[src/rtl/cpu_pkg.sv]
// Shared CPU definitions used by the ALU-op decoder and the multiply/divide sequencer.
//   ALUOP_MULT / ALUOP_DIV : ALU op codes that route work to muldiv_seq
//   state_e                : sequencer FSM states
package cpu_pkg;

  localparam logic [2:0] ALUOP_MULT = 3'b101;
  localparam logic [2:0] ALUOP_DIV  = 3'b110;

  typedef enum logic [1:0] {
    IDLE = 2'd0,
    RUN  = 2'd1,
    DONE = 2'd2
  } state_e;

endpackage

[src/rtl/muldiv_step.sv]
// One radix-2 iteration of the multiply/divide loop (purely combinational).
//   is_div_i : 0 = shift-add multiply step, 1 = restoring-divide step
//   hi_i     : product high word / partial remainder
//   lo_i     : product low word (multiplier bits) / dividend-quotient word
//   b_i      : multiplier / divisor
//   hi_o     : next high word / remainder
//   lo_o     : next low word / quotient
module muldiv_step #(
  parameter int unsigned WIDTH = 64
) (
  input  logic             is_div_i,
  input  logic [WIDTH-1:0] hi_i,
  input  logic [WIDTH-1:0] lo_i,
  input  logic [WIDTH-1:0] b_i,
  output logic [WIDTH-1:0] hi_o,
  output logic [WIDTH-1:0] lo_o
);

  logic [WIDTH:0] sum;    // hi + b with carry kept
  logic [WIDTH:0] r_sh;   // remainder after shifting in the next dividend bit
  logic [WIDTH:0] diff;
  logic           r_ge_b;

  always_comb begin
    sum    = {1'b0, hi_i} + (lo_i[0] ? {1'b0, b_i} : '0);
    r_sh   = {hi_i, lo_i[WIDTH-1]};
    // r < b holds between iterations, so r_sh < 2b and WIDTH+1 bits never overflow.
    r_ge_b = (r_sh >= {1'b0, b_i});
    diff   = r_sh - {1'b0, b_i};

    if (is_div_i) begin
      hi_o = r_ge_b ? diff[WIDTH-1:0] : r_sh[WIDTH-1:0];
      lo_o = {lo_i[WIDTH-2:0], r_ge_b};
    end else begin
      // Shift {carry, hi, lo} right by one.
      hi_o = sum[WIDTH:1];
      lo_o = {sum[0], lo_i[WIDTH-1:1]};
    end
  end

endmodule

[src/rtl/muldiv_seq.sv]
// Iterative unsigned multiply/divide sequencer; stalls the CPU while it runs.
//   clk, reset : clock, asynchronous active-high reset
//   start, op  : request and ALU op (MULT / DIV accepted, others ignored)
//   a, b       : operands, captured on accept
//   stall      : hold PC / RegWrite (accept cycle and RUN)
//   busy       : RUN state
//   done       : one-cycle pulse in DONE
//   y, y_hi    : product low/high, or quotient and 0
//   rem        : remainder (0 for MULT)
//   div0       : DIV with b == 0
module muldiv_seq
  import cpu_pkg::*;
#(
  parameter int unsigned WIDTH = 64,
  parameter int unsigned CNT_W = $clog2(WIDTH)
) (
  input  logic             clk,
  input  logic             reset,
  input  logic             start,
  input  logic [2:0]       op,
  input  logic [WIDTH-1:0] a,
  input  logic [WIDTH-1:0] b,
  output logic             stall,
  output logic             busy,
  output logic             done,
  output logic [WIDTH-1:0] y,
  output logic [WIDTH-1:0] y_hi,
  output logic [WIDTH-1:0] rem,
  output logic             div0
);

  state_e           state_q, state_d;
  logic [CNT_W-1:0] cnt_q, cnt_d;
  logic             is_div_q, is_div_d;
  logic [WIDTH-1:0] hi_q, hi_d;
  logic [WIDTH-1:0] lo_q, lo_d;
  logic [WIDTH-1:0] b_q, b_d;
  logic [WIDTH-1:0] y_q, y_d;
  logic [WIDTH-1:0] y_hi_q, y_hi_d;
  logic [WIDTH-1:0] rem_q, rem_d;
  logic             div0_q, div0_d;

  logic             accept;
  logic [WIDTH-1:0] step_hi, step_lo;

  muldiv_step #(
    .WIDTH(WIDTH)
  ) u_step (
    .is_div_i(is_div_q),
    .hi_i    (hi_q),
    .lo_i    (lo_q),
    .b_i     (b_q),
    .hi_o    (step_hi),
    .lo_o    (step_lo)
  );

  always_comb begin
    accept   = (state_q == IDLE) && start && ((op == ALUOP_MULT) || (op == ALUOP_DIV));
    state_d  = state_q;
    cnt_d    = cnt_q;
    is_div_d = is_div_q;
    hi_d     = hi_q;
    lo_d     = lo_q;
    b_d      = b_q;
    y_d      = y_q;
    y_hi_d   = y_hi_q;
    rem_d    = rem_q;
    div0_d   = div0_q;

    case (state_q)
      IDLE: begin
        if (accept) begin
          is_div_d = (op == ALUOP_DIV);
          b_d      = b;
          hi_d     = '0;
          lo_d     = a;
          cnt_d    = CNT_W'(WIDTH - 1);
          if ((op == ALUOP_DIV) && (b == '0)) begin
            // Divide by zero skips the loop and reports immediately.
            state_d = DONE;
            y_d     = '1;
            y_hi_d  = '0;
            rem_d   = a;
            div0_d  = 1'b1;
          end else begin
            state_d = RUN;
          end
        end
      end
      RUN: begin
        hi_d = step_hi;
        lo_d = step_lo;
        if (cnt_q == '0) begin
          state_d = DONE;
          y_d     = step_lo;
          y_hi_d  = is_div_q ? '0 : step_hi;
          rem_d   = is_div_q ? step_hi : '0;
          div0_d  = 1'b0;
        end else begin
          cnt_d = cnt_q - 1'b1;
        end
      end
      DONE:    state_d = IDLE;
      default: state_d = IDLE;
    endcase
  end

  always_ff @(posedge clk or posedge reset) begin
    if (reset) begin
      state_q  <= IDLE;
      cnt_q    <= '0;
      is_div_q <= 1'b0;
      hi_q     <= '0;
      lo_q     <= '0;
      b_q      <= '0;
      y_q      <= '0;
      y_hi_q   <= '0;
      rem_q    <= '0;
      div0_q   <= 1'b0;
    end else begin
      state_q  <= state_d;
      cnt_q    <= cnt_d;
      is_div_q <= is_div_d;
      hi_q     <= hi_d;
      lo_q     <= lo_d;
      b_q      <= b_d;
      y_q      <= y_d;
      y_hi_q   <= y_hi_d;
      rem_q    <= rem_d;
      div0_q   <= div0_d;
    end
  end

  assign busy  = (state_q == RUN);
  assign done  = (state_q == DONE);
  assign stall = accept | busy;
  assign y     = y_q;
  assign y_hi  = y_hi_q;
  assign rem   = rem_q;
  assign div0  = div0_q;

endmodule

[config.mk]
export PLATFORM = sky130hd
export DESIGN_NAME = muldiv_seq
export DESIGN_NICKNAME = d
export VERILOG_FILES = /design/src/rtl/cpu_pkg.sv /design/src/rtl/muldiv_step.sv /design/src/rtl/muldiv_seq.sv
export SDC_FILE = /design/constraint.sdc
export NUM_CORES = 1
export LEC_CHECK = 0
export ABC_AREA = 0
export BUFFER_PORTS_ARGS = -buffer_cell sky130_fd_sc_hd__buf_2
export CORE_MARGIN = 2
export CORE_UTILIZATION = 53
export CTS_CLUSTER_SIZE = 24
export DETAILED_ROUTE_END_ITERATION = 16
export MAX_ROUTING_LAYER = met4
export PLACE_DENSITY = 0.84
export SLEW_MARGIN = 20
export SYNTH_ARGS = -nofsm -noshare
export SYNTH_HDL_FRONTEND = slang
export SYNTH_SLANG_ARGS = --single-unit
[constraint.sdc]
create_clock -name clk -period 10.4 [get_ports clk]
set_input_delay 0 -clock clk [delete_from_list [all_inputs] [get_ports clk]]
set_output_delay 0 -clock clk [all_outputs]
set_load 0.02 [all_outputs]
After elaboration in Yosys (flattened, before gate mapping)
Index checks and enable logic that the tools add are counted.

Output and inout bits: 196. Bits in latches: 0. Flip-flop bits (word level): 394. Memory bits (writable): 0. ROM bits: 0. Memories kept: 0. Logic and storage cells: 69.

Multiply operators: 0. Reduce and logical (&&, ||, !) cells: 13. Eq/ne operators: 8. Order comparisons: 1. Shifts and indexed selects: 0. Div/mod/pow operators: 0. Add/subtract/negate cells: 3. Multiplexer cells: 33. Bitwise logic cells: 1.

Operators by type and width (count): two-way mux 64 bit (17); one-hot mux 64 bit (2 select lines) (5); adder 64 x 64 -> 65 bit (1); >= comparator 65 x 64 -> 1 bit (1); logical NOT 64 bit (1); subtractor 64 bit (1); two-way mux 6 bit (2); one-hot mux 6 bit (2 select lines) (1); == test 3 bit, second input constant (2); logical NOT 6 bit (1); two-way mux 2 bit (3); AND reduction 2 bit (3); subtractor 6 x 1 -> 6 bit, second input constant (1); != test 2 x 1 -> 1 bit, second input constant (2); != test 2 bit, second input constant (2); one-hot mux 2 bit (2 select lines) (1); AND reduction 4 bit (1); logical AND 1 bit (3); two-way mux 1 bit (3); AND reduction 3 bit (1); == test 2 x 1 -> 1 bit, second input constant (1); == test 2 bit, second input constant (1); logical NOT 2 bit (1); one-hot mux 1 bit (2 select lines) (1); other kinds (3) (3).

Logic depth before layout (Yosys ltp)
Depth after elaboration: 6. Gate-level depth with buffers: 17.

Hierarchy
From an unflattened synthesis, not the netlist that was laid out.

Cell total of the unflattened synthesis: 3535. Area total of the unflattened synthesis: 27978.1 µm².

By module, submodules not included: muldiv_seq (times used 1, area an instance 17319.1 µm², cells each 1931); muldiv_step (times used 1, area an instance 10659.0 µm², cells each 1604).

Worst setup path before layout
OpenSTA, ideal clock, no wires.

Path type: register -> register. Start: register lo_q[0]. End: register hi_q[59]. Buffers on the path: 2. Required time: 10.282 ns. Arrival: 3.644 ns. Clock period less this slack: 3.762 ns. Cell stages (with the launch flop): 18. Setup slack: 6.638 ns. Cells stage by stage: dfrtp_1 clkbuf_1 clkbuf_1 and2_1 ha_1 inv_1 fa_1 nand2b_1 a21oi_1 o21ai_1 a2111oi_2 nor3b_1 o21ai_2 a21oi_1 o41a_1 xnor2_1 a22o_1 a21o_1.

Cells in the longest elaborated chain, start to end: 4.

RTL lines: from (decl) (RTL line muldiv_seq.sv:36) `logic [WIDTH-1:0] lo_q, lo_d;`; from (signal assigned) (RTL line muldiv_seq.sv:125) `lo_q <= lo_d;`; two-way mux 64 bit (RTL line muldiv_step.sv:25) `sum = {1'b0, hi_i} + (lo_i[0] ? {1'b0, b_i} : '0);`; adder 64 x 64 -> 65 bit (RTL line muldiv_step.sv:25); two-way mux 64 bit (RTL line muldiv_step.sv:31) `if (is_div_i) begin`; one-hot mux 64 bit (2 select lines) (RTL line muldiv_seq.sv:70) `case (state_q)`; to (signal assigned) (RTL line muldiv_seq.sv:124) `hi_q <= hi_d;`; to (decl) (RTL line muldiv_seq.sv:35) `logic [WIDTH-1:0] hi_q, hi_d;`.

Every way passes these cells. A chain may end at the register's enable or synchronous reset.

Final worst setup path
Same ends and word-level chain as after synthesis.

==> run summary <==
For the worst-case hold slack, the log shows 0.0914 ns. The number of buffers created by CTS is 44, and the proportion of power drawn by flip-flops and latches is 23.6%. The number of DRC violations after detailed routing was 0. Critical-path cell with the highest stage delay: sky130_fd_sc_hd__dfrtp_1.

Worst min-delay path class: primary input to register. After layout, the worst setup slack is 5.16 ns. Across the VDD grid, the largest voltage drop is 0.178 mV.

The simple logic cell fraction of the synthesized area works out to 17.0%. The cell type with the highest aggregate area in the netlist was sky130_fd_sc_hd__dfrtp_1. For the design internal power, the log shows 4990 uW.

Largest family of logic cells by synthesized area: compound AO/OA/AOI/OAI gates. The instance count after placement with tap cells included is 3652. The area of the core region was 46600 um2. The synthesized netlist contains 90 unique library cells.

Port buffering added 329 buffers. Pin placement for this block handled 330 I/O pins. Across the routed clock network, the largest skew measured is 0.0142 ns. The tools report the highest clock frequency the design can meet as 191 MHz.

The detailed router placed 25100 vias in this run. Together, buffers and inverters on the worst path number 2. The average wire length per cell after detail routing works out to 24.1 um. The final period utilization was 50.4%; the count of warnings emitted by yosys was 0. Summing the areas of all compound-gate instances in the mapped netlist gives 24.2% of the synthesized area.

In the post-synthesis netlist, the biggest area contributors are sky130_fd_sc_hd__dfrtp_1 39%, sky130_fd_sc_hd__ha_1 6.5%, sky130_fd_sc_hd__a21oi_1 6.3%. The run gives 0.0133 uW as the static leakage. The total setup violations reported at the end of the flow is 0, and the top-area cell type share of the netlist area is 39.5%. The run gives 5.20 ns as the placement-stage worst setup slack. Number of nets in the final layout: 3488. The cell family contributing the most delay on the critical path is compound AO/OA/AOI/OAI gates.

Detailed placer's ending HPWL: 67100 um. The portion of synthesized area spent on multiplexers is 3.89%. Kind of end point of the critical path: a register.

The run gives 394 as the clock sink total. TritonCTS built the clock tree. After global routing the overflow that remains totals 0.

Setup repair after global routing left no endpoint under its margin. The area of the die was 48900 um2; the total of max-cap violations was 0. The largest single stage delay on the critical path is 0.87 ns.

For the pin count of the biggest net entering global routing, the log shows 161. For the post-CTS setup buffer count, the log shows 0. The later pin in the worst-skew pair is clocked with a latency of 0.60 ns. Row generation in the floorplan step produced 79 rows. Measured against its own limit, the worst slew margin works out to 24.8%. After synthesis, flip-flops and latches occupy 39.5% of the total area. Of the total synthesized cell area, the portion taken by full adders, half adders and majority gates is 6.67%. Walking the worst path, the cells encountered are buf_4 -> and2_1 -> ha_1 -> inv_1 -> fa_1 -> nand2b_1 -> a21oi_1 -> o21ai_1 -> a2111oi_2 -> nor3b_1 -> o21ai_2 -> a21oi_1 -> o41a_1 -> xnor2_1 -> a22o_1 -> a21o_1. The finished layout holds 3862 standard cells, fillers aside. The max-slew violation count is 0.

The run gives 93200 um as the total wire length after detailed routing. The post-synthesis cell count was 2866; the die width was 221 um. The tools report the number of cells upsized or downsized after cts as 0. STA puts the critical path data required time at 10.89 ns. The flow ran to the end, and the final reports show no timing, DRC or antenna violations.

After detailed routing, the number of vias per cell comes to 6.51. In the final timing run, aggregate negative setup slack is 0 ns. The critical path is of the register to register type.

The tools report the total of fill cells in the finished design as 3842. The analysis attributes to net switching a power of 4720 uW. The CTS H-tree depth came out at 2. The most common cell in the netlist was sky130_fd_sc_hd__dfrtp_1.

Counting instances in the post-synthesis netlist gives the leading cell types as 394 x sky130_fd_sc_hd__dfrtp_1, 313 x sky130_fd_sc_hd__a21oi_1, 302 x sky130_fd_sc_hd__nand2_1. The clock network is responsible for 16.7% of the overall power. For the number of nets still failing antenna checks after routing, the log shows 0. Clock tree synthesis selected as its root buffer the cell sky130_fd_sc_hd__clkbuf_16. The number of enable flip-flop cells after synthesis was 0; the post-synthesis area per instance was 8.72 um2. The number of endpoints with negative hold slack in the final report came out at 0. For this configuration, the core starts out at a cell density of 53.7%. The tools report the post-cts hold buffer count as 131. In this design, the critical path's most frequently occurring cell is sky130_fd_sc_hd__a21oi_1. In this run the worst path has a maximum fanout of 39. The share of final-layout standard cells stronger than drive strength 1 was 14.6%; the xor and xnor fraction of the mapped netlist area was 4.03%. The run gives 3175 as the first-iteration detailed-routing DRC count. For this run, the total global-route usage over all layers was measured as 38.1%. Synthesis inferred 394 register bits.

The first detailed-routing pass ran for 6 iterations. The minimum clock period after layout works out to 5.24 ns. The synthesis-to-layout area growth came out at 18.9%. Once placement finished, the instance area stood at 26900 um2. Netlist area before placement: 25000 um2. The fraction of registers with async set/reset is 100%.

The initial antenna violation count was 3. The transition time of the tightest slew-check pin is 1.13 ns, and the clock-pin slew reported for the worst setup and hold paths after clock tree synthesis is 0.06 ns. The synthesized net count was 3132. Combinational logic is responsible for 59.7% of the overall power.

At the end of routability-driven placement, the weighted congestion stood at 1.01. The arrival time of data at the critical path endpoint came out at 5.73 ns. The final instance area is 29700 um2, and the fraction of power spent switching nets is 48.6%. The most used flip-flop cell after synthesis is sky130_fd_sc_hd__dfrtp_1. The kind of start point of the critical path was a register.

The vertical die dimension came out at 221 um. Counting along the longest clock path gives a buffer depth of 3. The first global-routing pass estimated 142000 um of wire. For the via count of the first global-routing pass, the log shows 23700. Power per cell area: 327 nW/um2.
-- logic make-up after synthesis --
kind of cell,count (synthesis)
compound gates,911
xor+xnor,115
simple gates,924
mux,97
fa+ha+maj,132
buf+inv,293
flops,394
-- power groups by stage --
stage	Sequential, uW	Combinational, uW	Clock, uW
after floorplan	2140	4260	0
after global placement	2280	5470	0
after detailed placement	2290	5510	0
after CTS	2260	5600	1630
after global routing	2320	6240	1700
final	2290	5800	1630
-- routing by layer --
layer / GRT usage (%) / up-vias / wire length [um]
met4: 13.7 / 0 / 3770
li1: - / 11000 / -
met2: 53.8 / 1722 / 39100
met5: - / - / 0
met1: 53.5 / 12100 / 38400
met3: 8.76 / 251 / 11900
-- layout make-up --
| type | count | area (um2) | share of cell area [%] |
|---|---|---|---|
| Multi-Input combinational cell | 2179 | 14000 | 47.1 |
| Sequential cell | 394 | 9860 | 33.2 |
| Timing Repair Buffer | 483 | 3150 | 10.6 |
| Clock buffer | 57 | 1240 | 4.18 |
| Tap cell | 607 | 759 | 2.56 |
| Inverter | 120 | 454 | 1.53 |
| Clock inverter | 17 | 233 | 0.783 |
| Antenna cell | 5 | 12.5 | 0.0421 |
-- through the flow --
stage          util (%)  power (uW)
4_1_cts            63.8        9490
2_1_floorplan         -        6400
6_report           63.8        9710
5_1_grt            63.8       10300
3_5_place_dp       57.8        7800
3_3_place_gp       57.8        7750
-- sequential cells by signal (all words and copies together), names as in the netlist --
name	cells
rem	64
hi_q	64
y_hi	64
b_q	64
y	64
lo_q	64
cnt_q	6
div0	1
state_q	2
is_div_q	1
-- tightest hold or removal path, cell delays in order --
cell and delay [ns]:
sky130_fd_sc_hd__buf_2 0.10, sky130_fd_sc_hd__nand3_1 0.20, sky130_fd_sc_hd__or3_1 0.27, sky130_fd_sc_hd__nand2_1 0.07
-- cells in the final DEF (no fill, tap or decap), types with 13 or more instances in the layout --
master and n:
sky130_fd_sc_hd__dfrtp_1 393, sky130_fd_sc_hd__buf_2 329, sky130_fd_sc_hd__a21oi_1 312, sky130_fd_sc_hd__nand2_1 301
sky130_fd_sc_hd__nor2_1 298, sky130_fd_sc_hd__o21ai_0 177, sky130_fd_sc_hd__dlygate4sd3_1 131, sky130_fd_sc_hd__ha_1 130
sky130_fd_sc_hd__inv_1 117, sky130_fd_sc_hd__mux2i_1 97, sky130_fd_sc_hd__a221o_1 90, sky130_fd_sc_hd__and2_1 72
sky130_fd_sc_hd__xnor2_1 68, sky130_fd_sc_hd__nand3_1 54, sky130_fd_sc_hd__a21o_1 49, sky130_fd_sc_hd__nand4_1 48
sky130_fd_sc_hd__xor2_1 47, sky130_fd_sc_hd__clkbuf_16 45, sky130_fd_sc_hd__nor4_1 33, sky130_fd_sc_hd__a31oi_1 30
sky130_fd_sc_hd__a22o_1 30, sky130_fd_sc_hd__o21bai_1 27, sky130_fd_sc_hd__nor3_1 26, sky130_fd_sc_hd__o211ai_1 25
sky130_fd_sc_hd__o21a_1 24, sky130_fd_sc_hd__buf_4 20, sky130_fd_sc_hd__nand2b_1 19, sky130_fd_sc_hd__nor2b_1 13
-- final timing paths --
kind | start | endpoint | slack [ns] | depth (start not counted)
hold reg to reg | y_hi[51]$_DFFE_PP0P_ | y_hi[51]$_DFFE_PP0P_ | 0.48 | 2
max in group asynchronous | reset | y_hi[10]$_DFFE_PP0P_ | 7.94 | 6
setup / recovery | lo_q[0]$_DFFE_PP0P_ | hi_q[59]$_DFFE_PP0P_ | 5.16 | 16
setup reg to reg | lo_q[0]$_DFFE_PP0P_ | hi_q[59]$_DFFE_PP0P_ | 5.16 | 16
hold / removal | start | cnt_q[2]$_DFFE_PP0P_ | 0.09 | 4
min in group asynchronous | reset | y[51]$_DFFE_PP0P_ | 0.20 | 4
Note: power is estimated with default switching activity, not from simulation.
